<file path="src/rtl/crm_loader_if.sv">
// Front-end diagnostic transfer bundle between a requester (master) and the
// CRAM loader (slave). Bit numbering follows the RTL convention [35:0].
interface crm_loader_if;
  logic        FE_REQ;
  logic [2:0]  FE_FUNC;
  logic [35:0] FE_DATA;
  logic        FE_ACK;
  logic [35:0] FE_RDATA;

  modport master (output FE_REQ, FE_FUNC, FE_DATA, input  FE_ACK, FE_RDATA);
  modport slave  (input  FE_REQ, FE_FUNC, FE_DATA, output FE_ACK, FE_RDATA);
endinterface

</file>
<file path="src/rtl/crm_loader.sv">
// Diagnostic loader for the 2Kx84 CRAM: stages 36-bit transfers into a microword,
// commits it and reads it back in chunks. CRM_LOADER_VERIFY_EN adds read-after-write verify.
module crm_loader #(
  parameter int unsigned ADR_W  = 11,
  parameter int unsigned WORD_W = 84,
  parameter int unsigned RD_LAT = 1
) (
  input  logic              CLK,
  input  logic              nRESET,
  crm_loader_if.slave       fe,
  input  logic              RUN,
  output logic              CRM_SEL,
  output logic [ADR_W-1:0]  CRM_ADR,
  output logic [WORD_W-1:0] CRM_DIN,
  output logic              CRM_WE,
  input  logic [WORD_W-1:0] CRM_DOUT,
  output logic              ERR,
  output logic              BUSY
);

  localparam int unsigned CNT_W = (RD_LAT > 1) ? $clog2(RD_LAT) : 1;

  localparam logic [2:0] S_IDLE    = 3'd0;
  localparam logic [2:0] S_WRITE   = 3'd1;
  localparam logic [2:0] S_RDWAIT  = 3'd2;
  localparam logic [2:0] S_CAPTURE = 3'd3;
  localparam logic [2:0] S_ACK     = 3'd4;
`ifdef CRM_LOADER_VERIFY_EN
  localparam logic [2:0] S_VRDWAIT = 3'd5;
  localparam logic [2:0] S_VCMP    = 3'd6;
`endif

  logic [2:0]        state_q, state_d;
  logic [ADR_W-1:0]  adr_q,   adr_d;
  logic [WORD_W-1:0] stg_q,   stg_d;
  logic [35:0]       rdata_q, rdata_d;
  logic              err_q,   err_d;
  logic [CNT_W-1:0]  cnt_q,   cnt_d;
  logic [1:0]        sel_q,   sel_d;

  always_comb begin
    state_d = state_q;
    adr_d   = adr_q;
    stg_d   = stg_q;
    rdata_d = rdata_q;
    err_d   = err_q;
    cnt_d   = cnt_q;
    sel_d   = sel_q;
    case (state_q)
      S_IDLE: begin
        cnt_d = '0;
        if (fe.FE_REQ) begin
          state_d = S_ACK;
          case (fe.FE_FUNC)
            3'd0: begin
              adr_d = fe.FE_DATA[ADR_W-1:0];
              err_d = 1'b0;
            end
            3'd1: stg_d[83:48] = fe.FE_DATA;
            3'd2: stg_d[47:12] = fe.FE_DATA;
            3'd3: stg_d[11:0]  = fe.FE_DATA[11:0];
            3'd4: begin
              if (RUN) err_d   = 1'b1;
              else     state_d = S_WRITE;
            end
            default: begin
              // low function bits 1/2/3 select chunk 0/1/2
              sel_d = fe.FE_FUNC[1:0];
              if (RUN) err_d   = 1'b1;
              else     state_d = S_RDWAIT;
            end
          endcase
        end
      end
      S_WRITE: begin
`ifdef CRM_LOADER_VERIFY_EN
        state_d = S_VRDWAIT;
`else
        adr_d   = adr_q + ADR_W'(1);
        state_d = S_ACK;
`endif
      end
      S_RDWAIT: begin
        if (cnt_q == CNT_W'(RD_LAT - 1)) state_d = S_CAPTURE;
        else                             cnt_d   = cnt_q + CNT_W'(1);
      end
      S_CAPTURE: begin
        case (sel_q)
          2'd1:    rdata_d = CRM_DOUT[83:48];
          2'd2:    rdata_d = CRM_DOUT[47:12];
          default: rdata_d = {24'b0, CRM_DOUT[11:0]};
        endcase
        state_d = S_ACK;
      end
`ifdef CRM_LOADER_VERIFY_EN
      S_VRDWAIT: begin
        if (cnt_q == CNT_W'(RD_LAT - 1)) state_d = S_VCMP;
        else                             cnt_d   = cnt_q + CNT_W'(1);
      end
      S_VCMP: begin
        if (CRM_DOUT != stg_q) err_d = 1'b1;
        adr_d   = adr_q + ADR_W'(1);
        state_d = S_ACK;
      end
`endif
      S_ACK:   state_d = S_IDLE;
      default: state_d = S_IDLE;
    endcase
  end

  always_ff @(posedge CLK or negedge nRESET) begin
    if (!nRESET) begin
      state_q <= S_IDLE;
      adr_q   <= '0;
      stg_q   <= '0;
      rdata_q <= '0;
      err_q   <= 1'b0;
      cnt_q   <= '0;
      sel_q   <= '0;
    end else begin
      state_q <= state_d;
      adr_q   <= adr_d;
      stg_q   <= stg_d;
      rdata_q <= rdata_d;
      err_q   <= err_d;
      cnt_q   <= cnt_d;
      sel_q   <= sel_d;
    end
  end

  always_comb begin
    CRM_SEL = (state_q == S_WRITE) || (state_q == S_RDWAIT) || (state_q == S_CAPTURE);
`ifdef CRM_LOADER_VERIFY_EN
    CRM_SEL = CRM_SEL || (state_q == S_VRDWAIT) || (state_q == S_VCMP);
`endif
  end

  assign CRM_WE      = (state_q == S_WRITE);
  assign CRM_ADR     = adr_q;
  assign CRM_DIN     = stg_q;
  assign ERR         = err_q;
  assign BUSY        = (state_q != S_IDLE);
  assign fe.FE_ACK   = (state_q == S_ACK);
  assign fe.FE_RDATA = rdata_q;

endmodule

</file>
<file path="src/flat_wrapper.sv">
// flat-port wrapper written by rule: the top's interface ports become plain ports
module crm_loader_flat 
#(
  parameter int unsigned ADR_W  = 11,
  parameter int unsigned WORD_W = 84,
  parameter int unsigned RD_LAT = 1
)
  (CLK, nRESET, RUN, CRM_SEL, CRM_ADR, CRM_DIN, CRM_WE, CRM_DOUT, ERR, BUSY, fe_FE_REQ, fe_FE_FUNC, fe_FE_DATA, fe_FE_ACK, fe_FE_RDATA);
  crm_loader_if fe_i ();
  input  logic CLK;
  input  logic nRESET;
  input  logic RUN;
  output logic CRM_SEL;
  output logic [ADR_W-1:0] CRM_ADR;
  output logic [WORD_W-1:0] CRM_DIN;
  output logic CRM_WE;
  input  logic [WORD_W-1:0] CRM_DOUT;
  output logic ERR;
  output logic BUSY;
  input wire logic [$bits(fe_i.FE_REQ)-1:0] fe_FE_REQ;
  input wire logic [$bits(fe_i.FE_FUNC)-1:0] fe_FE_FUNC;
  input wire logic [$bits(fe_i.FE_DATA)-1:0] fe_FE_DATA;
  output wire logic [$bits(fe_i.FE_ACK)-1:0] fe_FE_ACK;
  output wire logic [$bits(fe_i.FE_RDATA)-1:0] fe_FE_RDATA;
  assign fe_i.FE_REQ = fe_FE_REQ;
  assign fe_i.FE_FUNC = fe_FE_FUNC;
  assign fe_i.FE_DATA = fe_FE_DATA;
  assign fe_FE_ACK = fe_i.FE_ACK;
  assign fe_FE_RDATA = fe_i.FE_RDATA;
  crm_loader #(.ADR_W(ADR_W), .WORD_W(WORD_W), .RD_LAT(RD_LAT)) u_core (.CLK(CLK), .nRESET(nRESET), .fe(fe_i), .RUN(RUN), .CRM_SEL(CRM_SEL), .CRM_ADR(CRM_ADR), .CRM_DIN(CRM_DIN), .CRM_WE(CRM_WE), .CRM_DOUT(CRM_DOUT), .ERR(ERR), .BUSY(BUSY));
endmodule
</file>
<file path="config.mk">
export PLATFORM = sky130hd
export DESIGN_NAME = crm_loader_flat
export DESIGN_NICKNAME = d
export VERILOG_FILES = /design/src/rtl/crm_loader_if.sv /design/src/rtl/crm_loader.sv /design/src/flat_wrapper.sv
export SDC_FILE = /design/constraint.sdc
export NUM_CORES = 1
export LEC_CHECK = 0
export ABC_AREA = 1
export CORE_UTILIZATION = 47
export CTS_CLUSTER_DIAMETER = 30
export DETAILED_ROUTE_END_ITERATION = 10
export PLACE_DENSITY = 0.89
export REMOVE_ABC_BUFFERS = 1
export SYNTH_ARGS = -nofsm -noshare
export SYNTH_HDL_FRONTEND = slang
export SYNTH_SLANG_ARGS = --single-unit
</file>
<file path="constraint.sdc">
create_clock -name CLK -period 3.13 [get_ports CLK]
set_input_delay 0.626 -clock CLK [delete_from_list [all_inputs] [get_ports CLK]]
set_output_delay 0.626 -clock CLK [all_outputs]
set_load 0.005 [all_outputs]
</file>
Word level (Yosys, flattened, before mapping) --
Cells that the tools add are included.
Storage, ports and cells: flip-flop bits (word level) 138, input port bits 127
Cells by class: eq/ne operators 13, $add $sub $neg 2, mux-type cells 14, bitwise operators 2, reductions and logical operators 19
Operators with widths (number):
- $pmux 36 s2 | 1
- $mux 11 | 2
- $pmux 11 s2 | 1
- $reduce_and 3->1 | 5
- $eq 3x2->1 const B | 4
- $mux 3 | 4
- $add 11x1->11 const B | 1
- $pmux 3 s3 | 1
- $eq 3x1->1 const B | 2
- $eq 3x3->1 const B | 2
- $logic_not 3->1 | 2
- $ne 2x2->1 const B | 3
- $pmux 3 s2 | 1
- $reduce_bool 2->1 | 3
- $reduce_or 5->1 | 1
- $pmux 1 s2 | 2
- $reduce_and 4->1 | 1
- $reduce_or 4->1 | 1
- $reduce_bool 3->1 | 1
- $reduce_or 3->1 | 1
- $eq 2x1->1 const B | 1
- $eq 2x2->1 const B | 1
- $logic_or 1x1->1 | 2
- $mux 1 | 2
- other kinds (4) | 5

Logic depth before layout (Yosys ltp) --
Gate-level depths: netlist of the first run.
depth after elaboration 5, depth in mapped cells 9, gate-level depth less buffers 8

Least setup slack after synthesis of the first run --
No wires, ideal clock.
path type reg2out, start register u_core.state_q[2], end output CRM_WE, arrival time 955 ps, setup slack 1549 ps, cell stages (with the launch flop) 5, cell sequence dfrtp_1 inv_1 nand2_1 nor2_1 buf_2
Between the ends: longest elaborated chain between the ends 1
Ends and longest elaborated chain:
- start, declared | RTL line crm_loader.sv:33 | logic [2:0] state_q, state_d;
- start signal, assigned | RTL line crm_loader.sv:121 | state_q <= state_d;
- $eq 3x1->1 | RTL line crm_loader.sv:138 | assign CRM_WE = (state_q == S_WRITE);
- end, declared | RTL line flat_wrapper.sv:16 | output logic CRM_WE;
No other way between the ends.

Final worst setup path of the first run --
Ends and elaborated chain as after synthesis.

==> Flow_metrics.wiki, run 1 <==
{| class="wikitable"
! Metric !! Value
|-
| Result of the run || finished, final reports clean
|-
| Final HPWL DP || between 10 and 15 mm
|-
| Max-cap viol count || 0
|-
| Number of fill cells in the layout || 986
|-
| Register bit total from synthesis || about 140
|-
| Routed Antenna Nets || 0
|-
| Inserted Clock Buffers || 17
|-
| Worst-Skew Late Latency || 410 ps
|-
| Number of nets in the finished design || around 1100
|-
| Sequential cell area || 3430 sq um
|-
| Die Ht || around 120 microns
|-
| Total gr overflow || 0
|-
| Portion of the post-synthesis area used by sequential elements || 53.6%
|-
| Fin Clk Skew || approximately 5.8 ps
|-
| Worst-path clk slew || 60 ps
|-
| Start-to-end type of the worst setup path || reg -> out
|-
| Synthesized netlist cell count || 697
|-
| Number of top-level pins || 263
|-
| Number of failing hold endpoints at the final stage || 0
|-
| Pwr dens || 904 nW/um^2
|-
| Via count || 5807
|-
| Area growth from synthesis to layout || 50.0%
|-
| Sum of negative setup slack || 0 ps
|-
| Worst min path class || in -> async
|-
| Count of instances resized after the clock tree is built || 0
|-
| Cell-by-cell listing of the critical path || inv_1 -> nand2_1 -> nor2_1 -> buf_4 -> clkdlybuf4s50_1
|-
| Core outline area || 13200 sq um
|-
| Via count of the first global-routing pass || slightly below 6000
|-
| Final antenna diode count || 0
|-
| Share of power burned in combinational logic || 43.9%
|-
| Final Wtd Congestion || 0.868
|-
| Buffer count from post-CTS setup fixing || 0
|-
| Switching component of the power || 2.98 mW
|-
| Unrepaired setup endpoints after global routing || no
|-
| Actual transition at the worst max-transition pin || between 900 and 1000 ps
|-
| Area of the die || 14100 sq um
|-
| Period Utilization, post-route || 81.1%
|-
| Initial antenna violation count || 0
|-
| Initial DRT Pass Iterations || 4
|-
| Fin. max-slew vios || 0
|-
| Power share of the clock group || 21.0%
|-
| Register-to-register setup slack || around 1100 ps
|-
| Die width || about 120 microns
|-
| Maximum fanout encountered on the critical timing path || 12
|-
| Leak pwr || ~4.4 nW
|-
| Cell area after technology mapping || 6390 sq um
|-
| Peak VDD IR || 452 uV
|-
| Data arrival time of the critical path || 1910 ps
|-
| Sequential group share of total power || 35.0%
|-
| Root Driver || clkbuf_16
|-
| Num rows || 42
|-
| Clock tree from TritonCTS || yes
|-
| GRT Resource Usage Total || 26.6%
|-
| Avg Synthesized Cell Area || 9.17 sq um
|-
| Crit path time final || 2540 ps
|-
| Multi-input logic area || between 2000 and 2500 sq um
|-
| Switching share of power || between 30% and 40%
|-
| H-tree levels || 4
|-
| Wire length per cell || 15.7 microns
|-
| Wirelength, routed || approximately 18 mm
|-
| Fmax || 394 MHz
|-
| Clk buf depth || 2
|-
| Number of buffers inserted for hold repair after clock tree synthesis || 0
|-
| Count of warnings emitted by yosys || 0
|-
| Final setup violation count || 0
|-
| Worst max-slew margin expressed relative to the limit || 37.0%
|-
| Internal Power || between 5 and 6 mW
|-
| Residual DRC || 0
|-
| Type of destination of the critical path || primary output
|-
| Crit path launch type || flop
|-
| Avg Vias per Cell || 5.10
|-
| Library cell contributing the largest single delay on the critical path || clkdlybuf4s50_1
|-
| Crit-path max cell delay || 520 ps
|-
| Violation count after the first detailed-route iteration || around 380
|-
| Global-route wire length before repair || between 20 and 30 mm
|-
| I/O Buffers || 262
|-
| Maximum number of pins on one net before global-route repair || 74
|-
| Fraction of layout instances using a drive strength above 1 || 12.5%
|-
| Clock Sinks || 137
|-
| Initial cell density of the core || 48.3%
|-
| Worst hold slack || roughly 210 ps
|-
| Count of unique library cells instantiated by Yosys || 29
|-
| Worst EP required || about 2500 ps
|}
metal layers:
metal / part of all wire [%] / up-vias / track usage, %
met5: 0 / - / 0
met4: 3.3 / 0 / 11.8
met3: 5.2 / 45 / 5.65
met2: 51 / 219 / 45.2
met1: 41 / 2767 / 32.5
li1: - / 2776 / -
worst paths after layout:
check	startpoint	end	cells past startpoint
min	nRESET	u_core.fe.FE_RDATA[1]$_DFFE_PN0P_	1
max in group asynchronous	nRESET	u_core.CRM_DIN[27]$_DFFE_PN0P_	2
max	u_core.state_q[2]$_DFFE_PN0P_	CRM_WE	5
min reg2reg	u_core.CRM_DIN[24]$_DFFE_PN0P_	u_core.CRM_DIN[24]$_DFFE_PN0P_	2
min in group CLK	u_core.CRM_DIN[24]$_DFFE_PN0P_	u_core.CRM_DIN[24]$_DFFE_PN0P_	2
max reg2reg	u_core.state_q[1]$_DFFE_PN0P_	u_core.CRM_DIN[67]$_DFFE_PN0P_	7
Yosys cell counts:
cell type  instances  area (sq um)
nor2_8             1          20.0
nor3_1             1          5.00
dfrtp_1          137          3430
a21oi_1           27           135
nand2_1          224           841
o22a_1             1          8.76
a211o_1            1          8.76
nor2_4             2          22.5
o21ai_2           62           543
nand3_1           47           235
inv_2              4          15.0
nor2_1            15          56.3
nand2_4            1          11.3
clkbuf_1          12          45.0
nand4_4            2          42.5
buf_8              1          15.0
buf_2             12          60.1
inv_1             55           206
a22o_1            24           210
nor3_2             1          10.0
nand2_2            1          6.26
o21ai_1           10          50.1
o21ai_0           32           160
nand2_8            1          20.0
nor2_2             2          12.5
ha_1               3          37.5
buf_6             14           158
o211ai_1           2          15.0
nand3b_1           2          15.0
placed cells by master, fill, tap and decap left out, types with 2 or more instances in the layout:
master,Yosys,routed
clkinv_4,0,4
buf_4,0,9
ha_1,3,3
o21ai_1,10,10
nor2_4,2,2
o21ai_0,32,32
a22o_1,24,24
o21ai_2,62,62
nand3_1,47,47
a21oi_1,27,27
nor2_1,15,15
clkinvlp_4,0,4
clkinv_2,0,2
clkdlybuf4s50_1,0,261
inv_1,55,55
clkbuf_16,0,17
nand4_4,2,2
inv_2,4,4
nand2_1,224,224
dfrtp_1,137,137
nor2_2,2,2
nand3b_1,2,2
o211ai_1,2,2
inv_6,0,5
registers in the layout, indices dropped and copies added (netlist names):
register	cells
u_core.CRM_DIN	84
u_core.fe.FE_RDATA	36
u_core.CRM_ADR	11
u_core.state_q	3
u_core.sel_q	2
u_core.ERR	1
power by group through the flow:
stage	Sequential, mW	Combinational, mW	Clock [mW]
finish	3.04	3.81	1.82
floorplan	3.06	1.49	0
global route	3.14	4.16	1.94
global placement	3.01	3.71	0
detailed placement	3.05	3.81	0
CTS	3.03	3.83	1.85
critical path: cells and delay by family (launching register included):
| family | cells | cell delay [ps] |
|---|---|---|
| DFF | 1 | 400 |
| buffers and inverters | 3 | 860 |
| and+or+nand+nor | 2 | 250 |
per-stage QoR:
| step | cell area (sq um) | total power, mW | worst slack (ps) | utilization (%) | cells |
|---|---|---|---|---|---|
| global route | 9590 | 9.23 | 539 | 72.4 | 1138 |
| finish | 9590 | 8.67 | 591 | 72.4 | 1138 |
| CTS | 9590 | 8.72 | 579 | 72.4 | 1138 |
| detailed placement | 9050 | 6.85 | 576 | 68.3 | 1106 |
| global placement | 9050 | 6.72 | 657 | 68.3 | 1106 |
| floorplan | 6120 | 4.55 | 926 | - | 658 |
layout make-up:
class | count | area share [%]
inverter | 59 | 2.31
tap | 176 | 2.30
multi-input combinational | 462 | 25.7
sequential | 137 | 35.7
timing repair buffer | 272 | 28.3
clock buffer | 17 | 4.44
clock inverter | 15 | 1.24
cells by family (layout without fill, tap and decap cells):
logic type | after synthesis | in the layout | share of synthesized area [%]
and+or+nand+nor | 300 | 300 | 20.3
AOI/OAI and AO/OA | 159 | 159 | 17.7
buffers and inverters | 98 | 363 | 7.81
adders and majority gates | 3 | 3 | 0.587
DFF | 137 | 137 | 53.6
Power figures use the tool's default switching activity.
==> inputs of run 2 (changes only) <==
--- a/config.mk
+++ b/config.mk
@@ -6,10 +6,10 @@
 export NUM_CORES = 1
 export LEC_CHECK = 0
 export ABC_AREA = 1
-export CORE_UTILIZATION = 47
+export CORE_UTILIZATION = 39
 export CTS_CLUSTER_DIAMETER = 30
 export DETAILED_ROUTE_END_ITERATION = 10
-export PLACE_DENSITY = 0.89
+export PLACE_DENSITY = 0.79
 export REMOVE_ABC_BUFFERS = 1
 export SYNTH_ARGS = -nofsm -noshare
 export SYNTH_HDL_FRONTEND = slang
==> constraint.sdc (replaced) <==
create_clock -name CLK -period 2.2 [get_ports CLK]
set_input_delay 0.44 -clock CLK [delete_from_list [all_inputs] [get_ports CLK]]
set_output_delay 0.44 -clock CLK [all_outputs]
set_load 0.005 [all_outputs]
==> run 2 against run 1 <==
- total power increased by 44%
- sequential share of layout area fell by 0.78 points
- highest routed layer unchanged
- largest power group unchanged
- cell count is 4.1% higher
- critical endpoint unchanged
- count of clock-buffer cells in the layout is 2 higher
- sequential power up 41%
==> Flow_metrics.wiki, run 2 (same netlist as run 1, synthesis figures left out) <==
{| class="wikitable"
! Metric !! Value
|-
| Result of the run || finished, final reports clean
|-
| Number of top-level pins || 263 (unchanged)
|-
| Worst-Skew Late Latency || 410 ps (about the same)
|-
| Library cell contributing the largest single delay on the critical path || clkdlybuf4s50_1
|-
| Maximum number of pins on one net before global-route repair || 73 (-1.4%)
|-
| Fmax || around 470 MHz
|-
| CP bufs+invs || 2 (-1)
|-
| Crit path time final || approximately 2100 ps
|-
| Area growth from synthesis to layout || 53.4%
|-
| Sum of negative setup slack || 0 ps (unchanged)
|-
| Clock Sinks || 137 (unchanged)
|-
| Residual DRC || 0 (unchanged)
|-
| I/O Buffers || 262 (unchanged)
|-
| Number of nets in the finished design || 1086 (+0.65%)
|-
| GRT Resource Usage Total || 21.4% (-5.2 points)
|-
| Max-cap viol count || 0 (unchanged)
|-
| Setup Slack @ Placement || 76.8 ps (-499 ps)
|-
| Initial cell density of the core || 40.1% (-8.2 points)
|-
| Worst max-slew margin expressed relative to the limit || 70.3% (+33 points)
|-
| Final cell area excluding filler cells || 9810 sq um (+2.2%)
|-
| Worst min path class || reg -> reg
|-
| Most used cells in the layout excluding fill and tap cells || clkdlybuf4s50_1 (261), nand2_1 (223), dfrtp_1 (137)
|-
| Data arrival time of the critical path || 1670 ps (-240 ps)
|-
| Placed cell count || 1152 (+4.2%)
|-
| Cell-by-cell listing of the critical path || inv_2 -> nand2_2 -> nor2_2 -> clkdlybuf4s50_1
|-
| Via count of the first global-routing pass || 5480 (-5.0%)
|-
| Avg Vias per Cell || 4.76 (-6.6%)
|-
| Final HPWL DP || 12.9 mm (+0.23%)
|-
| Buffer count from post-CTS setup fixing || 0 (unchanged)
|-
| Unrepaired setup endpoints after global routing || no
|-
| Critical path's top delay family || buffers and inverters
|-
| Num rows || 46 (+9.5%)
|-
| Post-Layout Cell Count || 1185 (+4.1%)
|-
| Root Driver || clkbuf_16
|-
| Crit path launch type || flop
|-
| Wire length per cell || 15.1 microns (-4.2%)
|-
| Die width || 130 microns (+9.6%)
|-
| Worst EP required || 1760 ps (-740 ps)
|-
| Maximum fanout encountered on the critical timing path || 3 (-9)
|-
| Start-to-end type of the worst setup path || reg -> out
|-
| Worst-case setup margin in the final layout || 93.8 ps (-497 ps)
|-
| Peak VDD IR || 592 uV (+31%)
|-
| Routed Antenna Nets || 0 (unchanged)
|-
| Number of failing hold endpoints at the final stage || 0 (unchanged)
|-
| Global-route wire length before repair || 28.0 mm (-4.2%)
|-
| Initial antenna violation count || 0 (unchanged)
|-
| Number of fill cells in the layout || 1368 (+39%)
|-
| Fin Clk Skew || 8.85 ps (+3.03 ps)
|-
| Core outline area || 15900 sq um (+20%)
|-
| Total gr overflow || 0 (unchanged)
|-
| Final antenna diode count || 0 (unchanged)
|-
| Actual transition at the worst max-transition pin || 446 ps (-499 ps)
|-
| Initial DRT Pass Iterations || 5 (+1)
|-
| Area of the die || 16900 sq um (+20%)
|-
| Leak pwr || 4.47 nW (+1.7%)
|-
| Clock tree from TritonCTS || yes
|-
| Fraction of layout instances using a drive strength above 1 || 13.2% (+0.74 points)
|-
| Violation count after the first detailed-route iteration || 266 (-29%)
|-
| Via count || 5645 (-2.8%)
|-
| Period Utilization, post-route || 95.7%
|-
| Final setup violation count || 0 (unchanged)
|-
| Most frequent standard cell in the layout excluding fill and tap cells || clkdlybuf4s50_1
|-
| Clk buf depth || 2 (unchanged)
|-
| Crit-path max cell delay || 520 ps (about the same)
|-
| Wirelength, routed || 17.9 mm (-0.22%)
|-
| H-tree levels || 4 (unchanged)
|-
| Final Wtd Congestion || 0.827 (-4.8%)
|-
| Placed cell areas || 9210 sq um (+1.7%)
|-
| Fin. max-slew vios || 0 (unchanged)
|-
| Pwr dens || 1270 nW/um^2 (+41%)
|-
| Die Ht || 130 microns (+9.6%)
|-
| Largest register FFs || 84 (unchanged)
|-
| Worst-path clk slew || 60 ps (about the same)
|-
| Type of destination of the critical path || primary output
|-
| Inserted Clock Buffers || 17 (unchanged)
|-
| Core occupancy in the finished layout || 61.5% (-11 points)
|}
==> run 2: cell count changes in the layout (fill, tap and decap cells not counted), moves of 2 or more <==
cell	before	now
clkinv_4	4	1
bufinv_16	0	2
buf_12	1	6
inv_6	5	3
==> run 2: path summary, 6_finish.rpt <==
check	depth (start not counted)	slack (ps)	start	to
worst min register to register	2	480	u_core.fe.FE_RDATA[25]$_DFFE_PN0P_	u_core.fe.FE_RDATA[25]$_DFFE_PN0P_
worst max register to register	7	410	u_core.state_q[1]$_DFFE_PN0P_	u_core.CRM_DIN[49]$_DFFE_PN0P_
min in group asynchronous	2	520	nRESET	u_core.fe.FE_RDATA[10]$_DFFE_PN0P_
worst max-delay path	4	90	u_core.state_q[2]$_DFFE_PN0P_	CRM_WE
worst min-delay path	2	480	u_core.fe.FE_RDATA[25]$_DFFE_PN0P_	u_core.fe.FE_RDATA[25]$_DFFE_PN0P_
max in group asynchronous	3	1050	nRESET	u_core.CRM_ADR[5]$_DFFE_PN0P_
==> run 2: layout make-up <==
type | count | area [sq um] | area share, %
Tap cell | 216 | 270 | 2.76
Sequential cell | 137 | 3430 | 35.0
Clock buffer | 19 | 443 | 4.52
Timing Repair Buffer | 279 | 2830 | 28.9
Clock inverter | 13 | 143 | 1.45
Inverter | 59 | 221 | 2.26
Multi-Input combinational cell | 462 | 2470 | 25.2
==> run 2: what timing repair did <==
item | CTS | global route
endpoints found under the hold margin | 37 | 0
cloned | 0 | 0
hold buffers | 1 | 0
gates resized for setup | 2 | 1
setup endpoints to repair | 1 | 1
==> run 2: stage by stage <==
step,hold WS [ps],power (mW)
6_report,477,12.5
3_3_place_gp,368,9.60
3_5_place_dp,373,9.74
2_1_floorplan,144,6.48
5_1_grt,498,13.3
4_1_cts,480,12.6
==> run 2: power breakdown <==
group / switching (mW) / leakage (nW) / internal, mW
Sequential: 0.692 / 1.62 / 3.61
Clock: 1.12 / 0.272 / 1.71
Combinational: 2.32 / 2.59 / 3.05
Total: 4.13 / 4.47 / 8.36
==> run 2: worst reg2reg max path: stages, from the launching register on <==
cell	delay (ps)
dfrtp_1	480
nor2_4	160
nand2_4	100
nor2_8	260
nand4_4	140
buf_12	220
nand2_1	240
o21ai_2	60
==> run 2: layer usage <==
metal / global-route usage, % / up-vias / wire, microns
li1: - / 2798 / -
met1: 27.2 / 2654 / 7850
met2: 36.1 / 164 / 8750
met3: 4.35 / 29 / 862
met4: 8.00 / 0 / 405
met5: 0 / - / 0
==> inputs of run 3 (changes only) <==
--- a/config.mk
+++ b/config.mk
@@ -10,7 +10,6 @@
 export CTS_CLUSTER_DIAMETER = 30
 export DETAILED_ROUTE_END_ITERATION = 10
 export PLACE_DENSITY = 0.79
-export REMOVE_ABC_BUFFERS = 1
 export SYNTH_ARGS = -nofsm -noshare
 export SYNTH_HDL_FRONTEND = slang
 export SYNTH_SLANG_ARGS = --single-unit
==> run 3 against run 2 <==
- sequential share of layout area down 0.053 points
- non-clock buffer count shrank 1
- maximum frequency about the same
- via count grew 0.74%
- register-to-register slack better by 90 ps
- worst setup slack worse by 1.5 ps
- clock skew shrank 3.6 ps
- worst hold slack gained 1.4 ps
- largest power group unchanged
- highest routed layer unchanged
==> Flow_metrics.wiki, run 3 (same netlist as run 1, synthesis figures left out) <==
{| class="wikitable"
! Metric !! Value
|-
| Register-to-register setup slack || 500 ps (+90 ps)
|-
| Final setup violation count || 0 (unchanged)
|-
| Unrepaired setup endpoints after global routing || no
|-
| Crit-path max cell delay || 510 ps (about the same)
|-
| Max-cap viol count || 0 (unchanged)
|-
| Result of the run || finished, final reports clean
|-
| Via count || 5687 (+0.74%)
|-
| Start-to-end type of the worst setup path || reg -> out
|-
| Initial cell density of the core || 40.1% (unchanged)
|-
| Most used cells in the layout excluding fill and tap cells || clkdlybuf4s50_1 (261), nand2_1 (223), dfrtp_1 (137)
|-
| Sequential cell area || 3430 sq um (unchanged)
|-
| Final antenna diode count || 0 (unchanged)
|-
| Wire length per cell || 15.6 microns (+3.6%)
|-
| Via count of the first global-routing pass || 5535 (+1.0%)
|-
| Post-Layout Cell Count || 1183 (-0.17%)
|-
| Fmax || 474 MHz (about the same)
|-
| Root Driver || clkbuf_16
|-
| Worst-Skew Late Latency || 410 ps (about the same)
|-
| Fraction of layout instances using a drive strength above 1 || 13.0% (-0.18 points)
|-
| Clock tree from TritonCTS || yes
|-
| Sum of negative setup slack || 0 ps (unchanged)
|-
| Number of fill cells in the layout || 1376 (+0.58%)
|-
| Type of destination of the critical path || primary output
|-
| Global-route wire length before repair || 28.5 mm (+2.0%)
|-
| Core outline area || 15900 sq um (unchanged)
|-
| Multi-input logic area || 2470 sq um (unchanged)
|-
| Library cell contributing the largest single delay on the critical path || clkdlybuf4s50_1
|-
| Die Ht || 130 microns (unchanged)
|-
| Placed cell count || 1151 (-0.087%)
|-
| Maximum number of pins on one net before global-route repair || 54 (-26%)
|-
| Crit path time final || 2110 ps (+1.54 ps)
|-
| Wirelength, routed || 18.5 mm (+3.4%)
|-
| Worst max-slew margin expressed relative to the limit || 51.9% (-18 points)
|-
| Fin. max-slew vios || 0 (unchanged)
|-
| Total gr overflow || 0 (unchanged)
|-
| Leak pwr || 4.50 nW (+0.55%)
|-
| Initial antenna violation count || 0 (unchanged)
|-
| Area growth from synthesis to layout || 53.6%
|-
| Worst EP required || 1760 ps (about the same)
|-
| Number of failing hold endpoints at the final stage || 0 (unchanged)
|-
| Cell-by-cell listing of the critical path || inv_2 -> nand2_2 -> nor2_2 -> clkdlybuf4s50_1
|-
| Number of top-level pins || 263 (unchanged)
|-
| Worst min path class || reg -> reg
|-
| Clock Sinks || 137 (unchanged)
|-
| I/O Buffers || 262 (unchanged)
|-
| Peak VDD IR || 785 uV (+33%)
|-
| Final Wtd Congestion || 0.799 (-3.4%)
|-
| Die width || 130 microns (unchanged)
|-
| Maximum fanout encountered on the critical timing path || 3 (unchanged)
|-
| Period Utilization, post-route || 95.8% (about the same)
|-
| Crit path launch type || flop
|-
| Fin Clk Skew || 5.20 ps (-3.64 ps)
|-
| Worst-path clk slew || 60 ps (about the same)
|-
| GRT Resource Usage Total || 22.3% (+0.84 points)
|-
| Routed Antenna Nets || 0 (unchanged)
|-
| Syn_nets || 827
|-
| Number of nets in the finished design || 1085 (-0.092%)
|-
| Final HPWL DP || 13.6 mm (+4.7%)
|-
| Most frequent standard cell in the layout excluding fill and tap cells || clkdlybuf4s50_1
|-
| Inserted Clock Buffers || 17 (unchanged)
|-
| Residual DRC || 0 (unchanged)
|-
| Data arrival time of the critical path || 1670 ps (about the same)
|-
| H-tree levels || 4 (unchanged)
|-
| Largest register FFs || 84 (unchanged)
|-
| Pwr dens || 1290 nW/um^2 (+1.1%)
|-
| Num rows || 46 (unchanged)
|-
| Actual transition at the worst max-transition pin || 721 ps (+275 ps)
|-
| Avg Vias per Cell || 4.81 (+0.91%)
|-
| Initial DRT Pass Iterations || 4 (-1)
|-
| Violation count after the first detailed-route iteration || 270 (+1.5%)
|-
| Area of the die || 16900 sq um (unchanged)
|-
| Clk buf depth || 2 (unchanged)
|}
[run 3: changes by cell type in the layout (fill, tap and decap cells not counted)]
cell,delta
clkinv_2,+1
buf_12,+1
bufinv_16,+1
clkbuf_8,-1
inv_6,+2
clkinvlp_4,-5
buf_4,-2
clkinv_4,+1
[run 3: worst paths after layout]
| path | from | to | cells past startpoint |
|---|---|---|---|
| worst max-delay path | u_core.state_q[2]$_DFFE_PN0P_ | CRM_WE | 4 |
| worst min-delay path | u_core.CRM_DIN[57]$_DFFE_PN0P_ | u_core.CRM_DIN[57]$_DFFE_PN0P_ | 2 |
| worst max register to register | u_core.state_q[1]$_DFFE_PN0P_ | u_core.CRM_DIN[5]$_DFFE_PN0P_ | 5 |
| worst min register to register | u_core.CRM_DIN[57]$_DFFE_PN0P_ | u_core.CRM_DIN[57]$_DFFE_PN0P_ | 2 |
| max in group asynchronous | nRESET | u_core.CRM_DIN[6]$_DFFE_PN0P_ | 3 |
| min in group asynchronous | nRESET | u_core.CRM_DIN[77]$_DFFE_PN0P_ | 2 |
[run 3: final cells by class]
type | count | share of cell area [%]
clock buffer | 18 | 4.37
clock inverter | 13 | 1.69
inverter | 59 | 2.26
multi-input combinational | 462 | 25.2
sequential | 137 | 34.9
tap | 216 | 2.75
timing repair buffer | 278 | 28.9
[run 3: through the flow]
stage               power (mW)  hold slack, ps  utilization, %  setup slack, ps  instance area (sq um)
finish                    12.7             479            61.6             92.3                   9820
floorplan                 6.61             144               -              723                   6390
global placement          9.69             436            57.8              105                   9210
global route              13.5             493            61.6            0.815                   9820
detailed placement        9.80             438            57.8             67.4                   9210
CTS                       12.8             481            61.6             12.1                   9820
[run 3: report_power, final]
group	switching, mW	internal (mW)
sequential	0.713	3.61
clock	1.11	1.79
combinational	2.36	3.08
total	4.17	8.48
[run 3: routing by layer]
metal  track usage (%)  part of all wire, %
met1              25.5                   41
met2              38.3                   48
met3              7.13                  8.5
met4              9.51                  2.6
met5                 0                    0
[run 3: what timing repair did]
action                                  4_1_cts  5_1_grt
hold buffers                                  1        0
gates resized for setup                       2        1
gates cloned                                  0        0
endpoints found under the setup margin        1        1
buffers inserted                              0        0
hold endpoints to repair                     48        0
[run 3: critical path, delay by kind of cell, from the launching register on]
kind | cells | cell delay, ps
buffers and inverters | 2 | 620
AND/OR/NAND/NOR | 2 | 230
flip-flops | 1 | 410
